[src/rtl/fft_burst_ctrl_if.sv]
// Signal bundle around the FFT frame sequencer: sample stream, core sink/source, bin stream, status.
// slave is the sequencer's view; master is the surrounding environment's view.
interface fft_burst_ctrl_if #(
    parameter int DW   = 16,
    parameter int EXPW = 6,
    parameter int IW   = 10
);
    logic            start;
    logic            inverse_cfg;
    logic            err_clear;

    logic            in_valid;
    logic            in_ready;
    logic [DW-1:0]   in_real;
    logic [DW-1:0]   in_imag;

    logic            fft_sink_valid;
    logic            fft_sink_ready;
    logic            fft_sink_sop;
    logic            fft_sink_eop;
    logic [1:0]      fft_sink_error;
    logic [DW-1:0]   fft_sink_real;
    logic [DW-1:0]   fft_sink_imag;
    logic            fft_inverse;

    logic            fft_source_valid;
    logic            fft_source_ready;
    logic            fft_source_sop;
    logic            fft_source_eop;
    logic [1:0]      fft_source_error;
    logic [DW-1:0]   fft_source_real;
    logic [DW-1:0]   fft_source_imag;
    logic [EXPW-1:0] fft_source_exp;

    logic            out_valid;
    logic            out_ready;
    logic [DW-1:0]   out_real;
    logic [DW-1:0]   out_imag;
    logic [IW-1:0]   out_index;
    logic [EXPW-1:0] out_exp;
    logic            out_last;

    logic            busy;
    logic            frame_done;
    logic [1:0]      err_code;

    modport slave (
        input  start, inverse_cfg, err_clear,
        input  in_valid, in_real, in_imag,
        output in_ready,
        output fft_sink_valid, fft_sink_sop, fft_sink_eop, fft_sink_error,
        output fft_sink_real, fft_sink_imag, fft_inverse,
        input  fft_sink_ready,
        input  fft_source_valid, fft_source_sop, fft_source_eop, fft_source_error,
        input  fft_source_real, fft_source_imag, fft_source_exp,
        output fft_source_ready,
        output out_valid, out_real, out_imag, out_index, out_exp, out_last,
        input  out_ready,
        output busy, frame_done, err_code
    );

    modport master (
        output start, inverse_cfg, err_clear,
        output in_valid, in_real, in_imag,
        input  in_ready,
        input  fft_sink_valid, fft_sink_sop, fft_sink_eop, fft_sink_error,
        input  fft_sink_real, fft_sink_imag, fft_inverse,
        output fft_sink_ready,
        output fft_source_valid, fft_source_sop, fft_source_eop, fft_source_error,
        output fft_source_real, fft_source_imag, fft_source_exp,
        input  fft_source_ready,
        input  out_valid, out_real, out_imag, out_index, out_exp, out_last,
        output out_ready,
        input  busy, frame_done, err_code
    );
endinterface

[src/rtl/fft_burst_ctrl.sv]
// Frames FFT_LEN samples into a burst-mode FFT core and collects the matching output frame,
// indexing bins and flagging core errors, framing violations and output timeouts.
module fft_burst_ctrl #(
    parameter int FFT_LEN = 1024,
    parameter int DW      = 16,
    parameter int EXPW    = 6,
    parameter int TIMEOUT = 65535
) (
    input  logic            clk,
    input  logic            reset,
    fft_burst_ctrl_if.slave bus
);
    localparam int IW  = $clog2(FFT_LEN);
    localparam int WDW = $clog2(TIMEOUT + 1);
    localparam logic [IW-1:0]  LAST_IDX = IW'(FFT_LEN - 1);
    localparam logic [WDW-1:0] WD_LAST  = WDW'(TIMEOUT - 1);

    typedef enum logic [2:0] {IDLE, LOAD, WAIT_OUT, UNLOAD, ERROR} state_e;
    typedef enum logic [1:0] {ERR_NONE, ERR_CORE, ERR_FRAME, ERR_TIMEOUT} err_e;

    state_e         state_q, state_d;
    logic [IW-1:0]  in_cnt_q, in_cnt_d;
    logic [IW-1:0]  out_cnt_q, out_cnt_d;
    logic [WDW-1:0] wd_q, wd_d;
    logic           inverse_q, inverse_d;
    err_e           err_q, err_d;
    logic           done_q, done_d;

    err_e err_det;
    logic sink_fire, src_fire, out_last;
    logic in_ready, sink_valid, sink_sop, sink_eop, source_ready, out_valid;

    assign sink_fire = (state_q == LOAD) && bus.in_valid && bus.fft_sink_ready;
    assign src_fire  = ((state_q == WAIT_OUT) || (state_q == UNLOAD))
                       && bus.fft_source_valid && bus.out_ready;
    assign out_last  = (state_q == UNLOAD) && (out_cnt_q == LAST_IDX);

    always_comb begin
        // NOTE: every signal driven here gets a default first, so no path can infer a latch.
        state_d      = state_q;
        in_cnt_d     = in_cnt_q;
        out_cnt_d    = out_cnt_q;
        wd_d         = wd_q;
        inverse_d    = inverse_q;
        err_d        = err_q;
        done_d       = 1'b0;
        err_det      = ERR_NONE;
        in_ready     = 1'b0;
        sink_valid   = 1'b0;
        sink_sop     = 1'b0;
        sink_eop     = 1'b0;
        source_ready = 1'b0;
        out_valid    = 1'b0;

        unique case (state_q)
            IDLE: begin
                if (bus.fft_source_valid) begin
                    err_det = ERR_FRAME;
                end else if (bus.start) begin
                    state_d   = LOAD;
                    in_cnt_d  = '0;
                    inverse_d = bus.inverse_cfg;
                end
            end
            LOAD: begin
                sink_valid = bus.in_valid;
                in_ready   = bus.fft_sink_ready;
                sink_sop   = (in_cnt_q == '0);
                sink_eop   = (in_cnt_q == LAST_IDX);
                if (sink_fire) begin
                    in_cnt_d = in_cnt_q + IW'(1);
                    if (sink_eop) state_d = WAIT_OUT;
                end
                if (bus.fft_source_valid) err_det = ERR_FRAME;
            end
            WAIT_OUT, UNLOAD: begin
                source_ready = bus.out_ready;
                out_valid    = bus.fft_source_valid;
                if (src_fire) begin
                    wd_d = '0;
                    if (bus.fft_source_error != 2'b00) begin
                        err_det = ERR_CORE;
                    end else if (state_q == WAIT_OUT) begin
                        // bin 0 must open the frame and must not close it
                        if (!bus.fft_source_sop || bus.fft_source_eop) begin
                            err_det = ERR_FRAME;
                        end else begin
                            state_d   = UNLOAD;
                            out_cnt_d = IW'(1);
                        end
                    end else if (bus.fft_source_sop || (bus.fft_source_eop != out_last)) begin
                        err_det = ERR_FRAME;
                    end else begin
                        out_cnt_d = out_cnt_q + IW'(1);
                        if (out_last) begin
                            state_d = IDLE;
                            done_d  = 1'b1;
                        end
                    end
                end else if (wd_q == WD_LAST) begin
                    err_det = ERR_TIMEOUT;
                end else begin
                    wd_d = wd_q + WDW'(1);
                end
            end
            ERROR: begin
                if (bus.err_clear) begin
                    state_d = IDLE;
                    err_d   = ERR_NONE;
                end
            end
            default: state_d = IDLE;
        endcase

        if (err_det != ERR_NONE) begin
            state_d = ERROR;
            err_d   = err_det;
            done_d  = 1'b0;
        end
        if (state_d != state_q) wd_d = '0;
    end

    always_ff @(posedge clk) begin
        // NOTE: sequential state uses non-blocking assignments so all registers update together.
        if (reset) begin
            state_q   <= IDLE;
            in_cnt_q  <= '0;
            out_cnt_q <= '0;
            wd_q      <= '0;
            inverse_q <= 1'b0;
            err_q     <= ERR_NONE;
            done_q    <= 1'b0;
        end else begin
            state_q   <= state_d;
            in_cnt_q  <= in_cnt_d;
            out_cnt_q <= out_cnt_d;
            wd_q      <= wd_d;
            inverse_q <= inverse_d;
            err_q     <= err_d;
            done_q    <= done_d;
        end
    end

    assign bus.in_ready         = in_ready;
    assign bus.fft_sink_valid   = sink_valid;
    assign bus.fft_sink_sop     = sink_sop;
    assign bus.fft_sink_eop     = sink_eop;
    assign bus.fft_sink_error   = 2'b00;
    assign bus.fft_sink_real    = DW'(bus.in_real);
    assign bus.fft_sink_imag    = DW'(bus.in_imag);
    assign bus.fft_inverse      = inverse_q;
    assign bus.fft_source_ready = source_ready;
    assign bus.out_valid        = out_valid;
    assign bus.out_real         = DW'(bus.fft_source_real);
    assign bus.out_imag         = DW'(bus.fft_source_imag);
    assign bus.out_exp          = EXPW'(bus.fft_source_exp);
    assign bus.out_index        = (state_q == UNLOAD) ? out_cnt_q : '0;
    assign bus.out_last         = out_last;
    assign bus.busy             = (state_q != IDLE);
    assign bus.frame_done       = done_q;
    assign bus.err_code         = err_q;
endmodule

[src/flat_wrapper.sv]
// flat-port wrapper written by rule: the top's interface ports become plain ports
module fft_burst_ctrl_flat 
#(
    parameter int FFT_LEN = 1024,
    parameter int DW      = 16,
    parameter int EXPW    = 6,
    parameter int TIMEOUT = 65535
)
  (clk, reset, bus_start, bus_inverse_cfg, bus_err_clear, bus_in_valid, bus_in_real, bus_in_imag, bus_in_ready, bus_fft_sink_valid, bus_fft_sink_sop, bus_fft_sink_eop, bus_fft_sink_error, bus_fft_sink_real, bus_fft_sink_imag, bus_fft_inverse, bus_fft_sink_ready, bus_fft_source_valid, bus_fft_source_sop, bus_fft_source_eop, bus_fft_source_error, bus_fft_source_real, bus_fft_source_imag, bus_fft_source_exp, bus_fft_source_ready, bus_out_valid, bus_out_real, bus_out_imag, bus_out_index, bus_out_exp, bus_out_last, bus_out_ready, bus_busy, bus_frame_done, bus_err_code);
  fft_burst_ctrl_if #(.DW(DW), .EXPW(EXPW), .IW((10))) bus_i ();
  input  logic clk;
  input  logic reset;
  input wire logic [$bits(bus_i.start)-1:0] bus_start;
  input wire logic [$bits(bus_i.inverse_cfg)-1:0] bus_inverse_cfg;
  input wire logic [$bits(bus_i.err_clear)-1:0] bus_err_clear;
  input wire logic [$bits(bus_i.in_valid)-1:0] bus_in_valid;
  input wire logic [$bits(bus_i.in_real)-1:0] bus_in_real;
  input wire logic [$bits(bus_i.in_imag)-1:0] bus_in_imag;
  output wire logic [$bits(bus_i.in_ready)-1:0] bus_in_ready;
  output wire logic [$bits(bus_i.fft_sink_valid)-1:0] bus_fft_sink_valid;
  output wire logic [$bits(bus_i.fft_sink_sop)-1:0] bus_fft_sink_sop;
  output wire logic [$bits(bus_i.fft_sink_eop)-1:0] bus_fft_sink_eop;
  output wire logic [$bits(bus_i.fft_sink_error)-1:0] bus_fft_sink_error;
  output wire logic [$bits(bus_i.fft_sink_real)-1:0] bus_fft_sink_real;
  output wire logic [$bits(bus_i.fft_sink_imag)-1:0] bus_fft_sink_imag;
  output wire logic [$bits(bus_i.fft_inverse)-1:0] bus_fft_inverse;
  input wire logic [$bits(bus_i.fft_sink_ready)-1:0] bus_fft_sink_ready;
  input wire logic [$bits(bus_i.fft_source_valid)-1:0] bus_fft_source_valid;
  input wire logic [$bits(bus_i.fft_source_sop)-1:0] bus_fft_source_sop;
  input wire logic [$bits(bus_i.fft_source_eop)-1:0] bus_fft_source_eop;
  input wire logic [$bits(bus_i.fft_source_error)-1:0] bus_fft_source_error;
  input wire logic [$bits(bus_i.fft_source_real)-1:0] bus_fft_source_real;
  input wire logic [$bits(bus_i.fft_source_imag)-1:0] bus_fft_source_imag;
  input wire logic [$bits(bus_i.fft_source_exp)-1:0] bus_fft_source_exp;
  output wire logic [$bits(bus_i.fft_source_ready)-1:0] bus_fft_source_ready;
  output wire logic [$bits(bus_i.out_valid)-1:0] bus_out_valid;
  output wire logic [$bits(bus_i.out_real)-1:0] bus_out_real;
  output wire logic [$bits(bus_i.out_imag)-1:0] bus_out_imag;
  output wire logic [$bits(bus_i.out_index)-1:0] bus_out_index;
  output wire logic [$bits(bus_i.out_exp)-1:0] bus_out_exp;
  output wire logic [$bits(bus_i.out_last)-1:0] bus_out_last;
  input wire logic [$bits(bus_i.out_ready)-1:0] bus_out_ready;
  output wire logic [$bits(bus_i.busy)-1:0] bus_busy;
  output wire logic [$bits(bus_i.frame_done)-1:0] bus_frame_done;
  output wire logic [$bits(bus_i.err_code)-1:0] bus_err_code;
  assign bus_i.start = bus_start;
  assign bus_i.inverse_cfg = bus_inverse_cfg;
  assign bus_i.err_clear = bus_err_clear;
  assign bus_i.in_valid = bus_in_valid;
  assign bus_i.in_real = bus_in_real;
  assign bus_i.in_imag = bus_in_imag;
  assign bus_in_ready = bus_i.in_ready;
  assign bus_fft_sink_valid = bus_i.fft_sink_valid;
  assign bus_fft_sink_sop = bus_i.fft_sink_sop;
  assign bus_fft_sink_eop = bus_i.fft_sink_eop;
  assign bus_fft_sink_error = bus_i.fft_sink_error;
  assign bus_fft_sink_real = bus_i.fft_sink_real;
  assign bus_fft_sink_imag = bus_i.fft_sink_imag;
  assign bus_fft_inverse = bus_i.fft_inverse;
  assign bus_i.fft_sink_ready = bus_fft_sink_ready;
  assign bus_i.fft_source_valid = bus_fft_source_valid;
  assign bus_i.fft_source_sop = bus_fft_source_sop;
  assign bus_i.fft_source_eop = bus_fft_source_eop;
  assign bus_i.fft_source_error = bus_fft_source_error;
  assign bus_i.fft_source_real = bus_fft_source_real;
  assign bus_i.fft_source_imag = bus_fft_source_imag;
  assign bus_i.fft_source_exp = bus_fft_source_exp;
  assign bus_fft_source_ready = bus_i.fft_source_ready;
  assign bus_out_valid = bus_i.out_valid;
  assign bus_out_real = bus_i.out_real;
  assign bus_out_imag = bus_i.out_imag;
  assign bus_out_index = bus_i.out_index;
  assign bus_out_exp = bus_i.out_exp;
  assign bus_out_last = bus_i.out_last;
  assign bus_i.out_ready = bus_out_ready;
  assign bus_busy = bus_i.busy;
  assign bus_frame_done = bus_i.frame_done;
  assign bus_err_code = bus_i.err_code;
  fft_burst_ctrl #(.FFT_LEN(FFT_LEN), .DW(DW), .EXPW(EXPW), .TIMEOUT(TIMEOUT)) u_core (.clk(clk), .reset(reset), .bus(bus_i));
endmodule
[config.mk]
export PLATFORM = sky130hd
export DESIGN_NAME = fft_burst_ctrl_flat
export DESIGN_NICKNAME = d
export VERILOG_FILES = /design/src/rtl/fft_burst_ctrl_if.sv /design/src/rtl/fft_burst_ctrl.sv /design/src/flat_wrapper.sv
export SDC_FILE = /design/constraint.sdc
export NUM_CORES = 1
export LEC_CHECK = 0
export CAP_MARGIN = 30
export CORE_MARGIN = 2
export CORE_UTILIZATION = 30
export DETAILED_ROUTE_END_ITERATION = 7
export GPL_TIMING_DRIVEN = 0
export PLACE_DENSITY = 0.68
export SYNTH_ARGS = -nofsm -noshare
export SYNTH_HDL_FRONTEND = slang
export SYNTH_SLANG_ARGS = --single-unit
[constraint.sdc]
create_clock -name clk -period 2.5 [get_ports clk]
set_clock_uncertainty 0.2 [all_clocks]
set_input_delay 0.5 -clock clk [delete_from_list [all_inputs] [get_ports clk]]
set_output_delay 0.5 -clock clk [all_outputs]
set_load 0.005 [all_outputs]
# [Word-level counts from Yosys, hierarchy flattened]
# Cells that the tools add are included.
# W data, S select, Z words.
[classes] add_sub_neg=3 eq_ne=15 muxes=41 bitwise=4 reduce_logical=26
[op_table] op="$mux W10" count=7
[op_table] op="$mux W3" count=12
[op_table] op="$mux W16" count=2
[op_table] op="$add A10 B1 Y10 const B" count=2
[op_table] op="$eq A10 B10 Y1 const B" count=2
[op_table] op="$mux W2" count=10
[op_table] op="$pmux W10 S2" count=1
[op_table] op="$add A16 B1 Y16 const B" count=1
[op_table] op="$eq A16 B16 Y1 const B" count=1
[op_table] op="$pmux W3 S4" count=1
[op_table] op="$logic_not A10 Y1" count=1
[op_table] op="$reduce_bool A2 Y1" count=5
[op_table] op="$mux W1" count=7
[op_table] op="$reduce_or A7 Y1" count=1
[op_table] op="$eq A3 B2 Y1 const B" count=2
[op_table] op="$ne A2 B1 Y1 const B" count=3
[op_table] op="$ne A2 B2 Y1 const B" count=3
[op_table] op="$reduce_or A2 Y1" count=3
[op_table] op="$logic_and A1 B1 Y1" count=5
[op_table] op="$reduce_and A5 Y1" count=1
[op_table] op="$not A1 Y1" count=4
[op_table] op="$pmux W2 S2" count=1
[op_table] op="$reduce_and A2 Y1" count=2
[op_table] op="$reduce_and A4 Y1" count=1
[op_table] op="9 further kinds" count=11
[word_totals] register_bits=43 in_bits=83 elab_cells=96

# [Longest topological paths before layout]
[logic_depth] word_depth=13 depth_mapped=8 mapped_depth_nobuf=7

# [Worst setup path before layout]
# No wires, ideal clock.
[synth_path] path_kind="register -> register" startpoint="register u_core.out_cnt_q[1]" endpoint="register u_core.wd_q[10]" setup_ns=0.123 arrival_ns=1.943 t_required_ns=2.177 path_slack_ns=0.234 stages_incl_launch_ff=8 path_buffers=1 period_less_slack_ns=2.266 cell_sequence="dfxtp_1 ha_1 nand4_2 nor4_1 o221ai_2 mux2i_2 buf_6 nor3_2"
[synth_via] elab_chain_len=13
[synth_lines] item="start: declaration" line_no="fft_burst_ctrl.sv:23" text="logic [IW-1:0] out_cnt_q, out_cnt_d;"
[synth_lines] item="start signal: assignment" line_no="fft_burst_ctrl.sv:136" text="out_cnt_q <= out_cnt_d;"
[synth_lines] item="$eq A10 B10 Y1 *" line_no="fft_burst_ctrl.sv:36" text="assign out_last = (state_q == UNLOAD) && (out_cnt_q == LAST_IDX);"
[synth_lines] item="$logic_and A1 B1 Y1 *" line_no="fft_burst_ctrl.sv:36"
[synth_lines] item="$ne A1 B1 Y1" line_no="fft_burst_ctrl.sv:91" text="end else if (bus.fft_source_sop || (bus.fft_source_eop != out_last)) begin"
[synth_lines] item="$logic_or A1 B1 Y1" line_no="fft_burst_ctrl.sv:91"
[synth_lines] item="$mux W2" line_no="fft_burst_ctrl.sv:91"
[synth_lines] item="$mux W2" line_no="fft_burst_ctrl.sv:83" text="end else if (state_q == WAIT_OUT) begin"
[synth_lines] item="$mux W2" line_no="fft_burst_ctrl.sv:81" text="if (bus.fft_source_error != 2'b00) begin"
[synth_lines] item="$mux W2" line_no="fft_burst_ctrl.sv:79" text="if (src_fire) begin"
[synth_lines] item="$pmux W2 S2" line_no="fft_burst_ctrl.sv:55" text="unique case (state_q)"
[synth_lines] item="$reduce_bool A2 Y1" line_no="fft_burst_ctrl.sv:115" text="if (err_det != ERR_NONE) begin"
[synth_lines] item="$mux W3 *" line_no="fft_burst_ctrl.sv:115"
[synth_lines] item="$ne A3 B3 Y1 *" line_no="fft_burst_ctrl.sv:120" text="if (state_d != state_q) wd_d = '0;"
[synth_lines] item="$reduce_or A2 Y1 (no source line) *"
[synth_lines] item="end signal: assignment" line_no="fft_burst_ctrl.sv:137" text="wd_q <= wd_d;"
[synth_lines] item="end: declaration" line_no="fft_burst_ctrl.sv:24" text="logic [WDW-1:0] wd_q, wd_d;"
# Mark *: on every way between the ends. The rest lies on a longest branch, timed or not.
# A chain may end at the register's enable or synchronous reset.

# [Worst setup path in the final report]
[layout_path] startpoint="register u_core.state_q[0]" endpoint="output port bus_fft_sink_valid"
[layout_via] elab_chain_len=2
[layout_lines] item="start: declaration" line_no="fft_burst_ctrl.sv:21" text="state_e state_q, state_d;"
[layout_lines] item="start signal: assignment" line_no="fft_burst_ctrl.sv:134" text="state_q <= state_d;"
[layout_lines] item="$eq A3 B1 Y1" line_no="fft_burst_ctrl.sv:55"
[layout_lines] item="$mux W1" line_no="fft_burst_ctrl.sv:55"
[layout_lines] item="end: declaration" line_no="flat_wrapper.sv:20" text="output wire logic [$bits(bus_i.fft_sink_valid)-1:0] bus_fft_sink_valid;"
# Every way passes these cells.

==> impl_metrics.py <==
metrics = {
    "clock_network": {
        "cts-buffers-inserted": 5,
        "clkTransAtPathRegs_ns": 0.08,
        "clk-insertion-delay-late_ns": 0.30,
        "cts_buffer_depth": 2,
        "root_buffer": "clkbuf_8",
        "cts.sinks": 43,
        "cts_tree": "built",
        "hold_buffers": 0,
        "htreeDepth": 2,
    },
    "finish": {
        "final_cell_mix": "89 x clkdlybuf4s50_1, 88 x buf_4, 37 x dfxtp_1, 21 x nand2_1, 19 x nor2_1",
        "area.growth.synth_to_final_pct": 48.1,
        "final_cells": 652,
        "final_area_sq_um": 4780,
        "final_common_cell": "clkdlybuf4s50_1",
        "fin_nets": 604,
        "fin_util_pct": 46.1,
        "diodes": 0,
        "drive_gt1_share_pct": 28.7,
        "fillers": 999,
    },
    "critical_path": {
        "cp.arrival_ns": 1.78,
        "crit_path_start_kind": "flop",
        "crit_path_max_fanout": 10,
        "crit_type": "flop to output pin",
        "ff2ff_setup_slack_ns": 0.13,
        "required_ns": 1.80,
        "endpoint_kind": "output pin",
    },
    "die": {
        "die_w_microns": 108,
        "initial_core_util_pct": 31.1,
        "ios": 177,
        "coreArea_sq_um": 10400,
        "die_h_microns": 108,
        "rows": 37,
        "die_area_sq_um": 11600,
    },
    "global_route": {
        "grt_use_met2_pct": 26.6,
        "met1_usage_pct": 18.9,
        "overflow": 0,
        "grtUsageMet3_pct": 2.78,
        "grt_max_degree": 13,
        "first_global_vias": 3148,
        "grtUsageTotal_pct": 15.3,
        "antenna_found_initial": 0,
        "grt_pass1_wl_microns": 14700,
        "busiest_layer": "met2",
    },
    "pwr": {
        "power.total_mw": 1.51,
        "p_per_area_nw_per_um2": 315,
        "leakagePower_nw": 1.86,
        "vdd_drop_max_mv": 0.192,
    },
    "routing": {
        "wl_per_cell_microns": 14.3,
        "drt_first_pass_iters": 5,
        "drtAntennaViolNets": 0,
        "vias_per_cell": 5.10,
        "via_count": 3325,
        "wl_microns": 9290,
        "drcViolationCount": 0,
        "drt_iter0_markers": 173,
    },
    "sta": {
        "worstMarginPinSlew_ns": 0.724,
        "timing.hold.ws_ns": 0.319,
        "fmax_mhz": 403,
        "setup_viol": 0,
        "report.final.hold_viol_count": 0,
        "rsz0062_at_grt": "yes",
        "slew_headroom_pct": 51.7,
        "finalSetupTns_ns": 0,
        "period_needed_ns": 2.48,
        "finalWorstSetupSlack_ns": 0.0180,
        "slew_violations": 0,
        "period_share_pct": 99.3,
    },
    "synthesis": {
        "synthDistinctLibCells": 64,
        "synthMuxAreaShare_pct": 0.737,
        "synthXorXnorAreaFrac_pct": 5.16,
        "synth_compound_area_share_pct": 14.7,
        "synthFlopType": "dfxtp_1",
        "synthAdderAreaFrac_pct": 1.94,
        "seq_area_frac_synth_pct": 26.7,
        "yosys_register_bits": 43,
        "synth-edff-count": 0,
        "async_flop_share_pct": 0,
        "netlist_area_sq_um": 3230,
        "synth_top_family_by_area": "simple AND/OR/NAND/NOR gates",
        "synth-simple-area-share_pct": 29.9,
        "syn_area_per_cell_sq_um": 8.23,
        "postSynthCellCount": 392,
        "yosys_warnings": 0,
    },
    "hold_path": {
        "hold_path_class": "flop to flop",
    },
    "placed_design": {
        "dp_hpwl_microns": 7040,
        "pre_cts_ws_ns": -0.638,
        "io_buffers": 104,
        "dp_cells": 633,
        "placed_cell_area_sq_um": 4440,
        "routabilityCongestion": 0.865,
    },
    "flow_run": {
        "maxCapViolCount": 0,
    },
    "status": {
        "status": "finished clean",
    },
}
## where the power goes
group	internal (mW)	switching, mW	total [mW]
Clock	0.217	0.242	0.459
Sequential	0.687	0.00476	0.691
Combinational	0.229	0.127	0.356
## cell type report
cell class | instances | area [sq um] | area share [%]
plain buffers | 87 | 661 | 13.8
inverters | 12 | 45.0 | 0.943
well taps | 136 | 170 | 3.56
multi-input cells | 251 | 1830 | 38.2
clock inverters | 1 | 5.00 | 0.105
repair buffers | 116 | 1110 | 23.3
clock buffers | 6 | 82.6 | 1.73
flip-flops and latches | 43 | 873 | 18.3
## layer usage
| layer | up-vias | part of all wire, % |
|---|---|---|
| met4 | 0 | 1.2 |
| met5 | - | 0 |
| met1 | 1544 | 41 |
| met2 | 155 | 49 |
| met3 | 14 | 8.6 |
| li1 | 1612 | - |
## registers in the layout (all words and copies together), names as in the netlist
signal,cells
u_core.bus.err_code,2
u_core.bus.fft_inverse,1
u_core.in_cnt_q,10
u_core.out_cnt_q,10
u_core.state_q,3
u_core.wd_q,16
u_core.bus.frame_done,1
## worst max-delay path, stage by stage, from the launching register on
cell	delay, ns
dfxtp_2	0.39
buf_4	0.21
buf_4	0.20
and3_1	0.18
clkdlybuf4s50_1	0.51
## logic make-up (layout without fill, tap and decap cells)
logic type	after synthesis	count (layout)
AND/OR/NAND/NOR	156	156
buffers and inverters	99	222
AO/OA/AOI/OAI	67	67
flip-flops	43	43
XOR/XNOR	19	19
adder cells (fa/ha/maj)	5	5
multiplexers	2	2
other	1	2
## Yosys cell counts (6+ instances only)
cell / n / area share, %
and3_1: 12 / 2.3
or3_1: 6 / 1.2
o21ai_0: 11 / 1.7
or4_1: 7 / 1.6
buf_2: 6 / 0.93
nand2_1: 23 / 2.7
o31ai_1: 6 / 1.4
inv_1: 12 / 1.4
nor4_1: 10 / 1.9
buf_4: 72 / 17
nor3_2: 10 / 3.1
nand4_1: 10 / 1.9
a21oi_1: 14 / 2.2
xnor2_1: 16 / 4.3
nor2_1: 21 / 2.4
nand3_1: 10 / 1.6
nor3_1: 16 / 2.5
dfxtp_1: 43 / 27
clkbuf_1: 6 / 0.70
## path summary, 6_finish.rpt
path | startpoint | to | cells after the start
setup / recovery | u_core.state_q[0]$_SDFF_PP0_ | bus_fft_sink_valid | 4
hold / removal | u_core.bus.fft_inverse$_SDFFE_PP0P_ | u_core.bus.fft_inverse$_SDFFE_PP0P_ | 2
setup reg to reg | u_core.state_q[1]$_SDFF_PP0_ | u_core.out_cnt_q[0]$_SDFFE_PP0P_ | 9
hold reg to reg | u_core.bus.fft_inverse$_SDFFE_PP0P_ | u_core.bus.fft_inverse$_SDFFE_PP0P_ | 2
## timing repair
item,CTS,global route
endpoints found under the setup margin,33,33
gates resized for setup,40,28
buffers inserted,8,4
cloned,0,0
pin swaps,0,5
(Power assumes the default switching activity.)
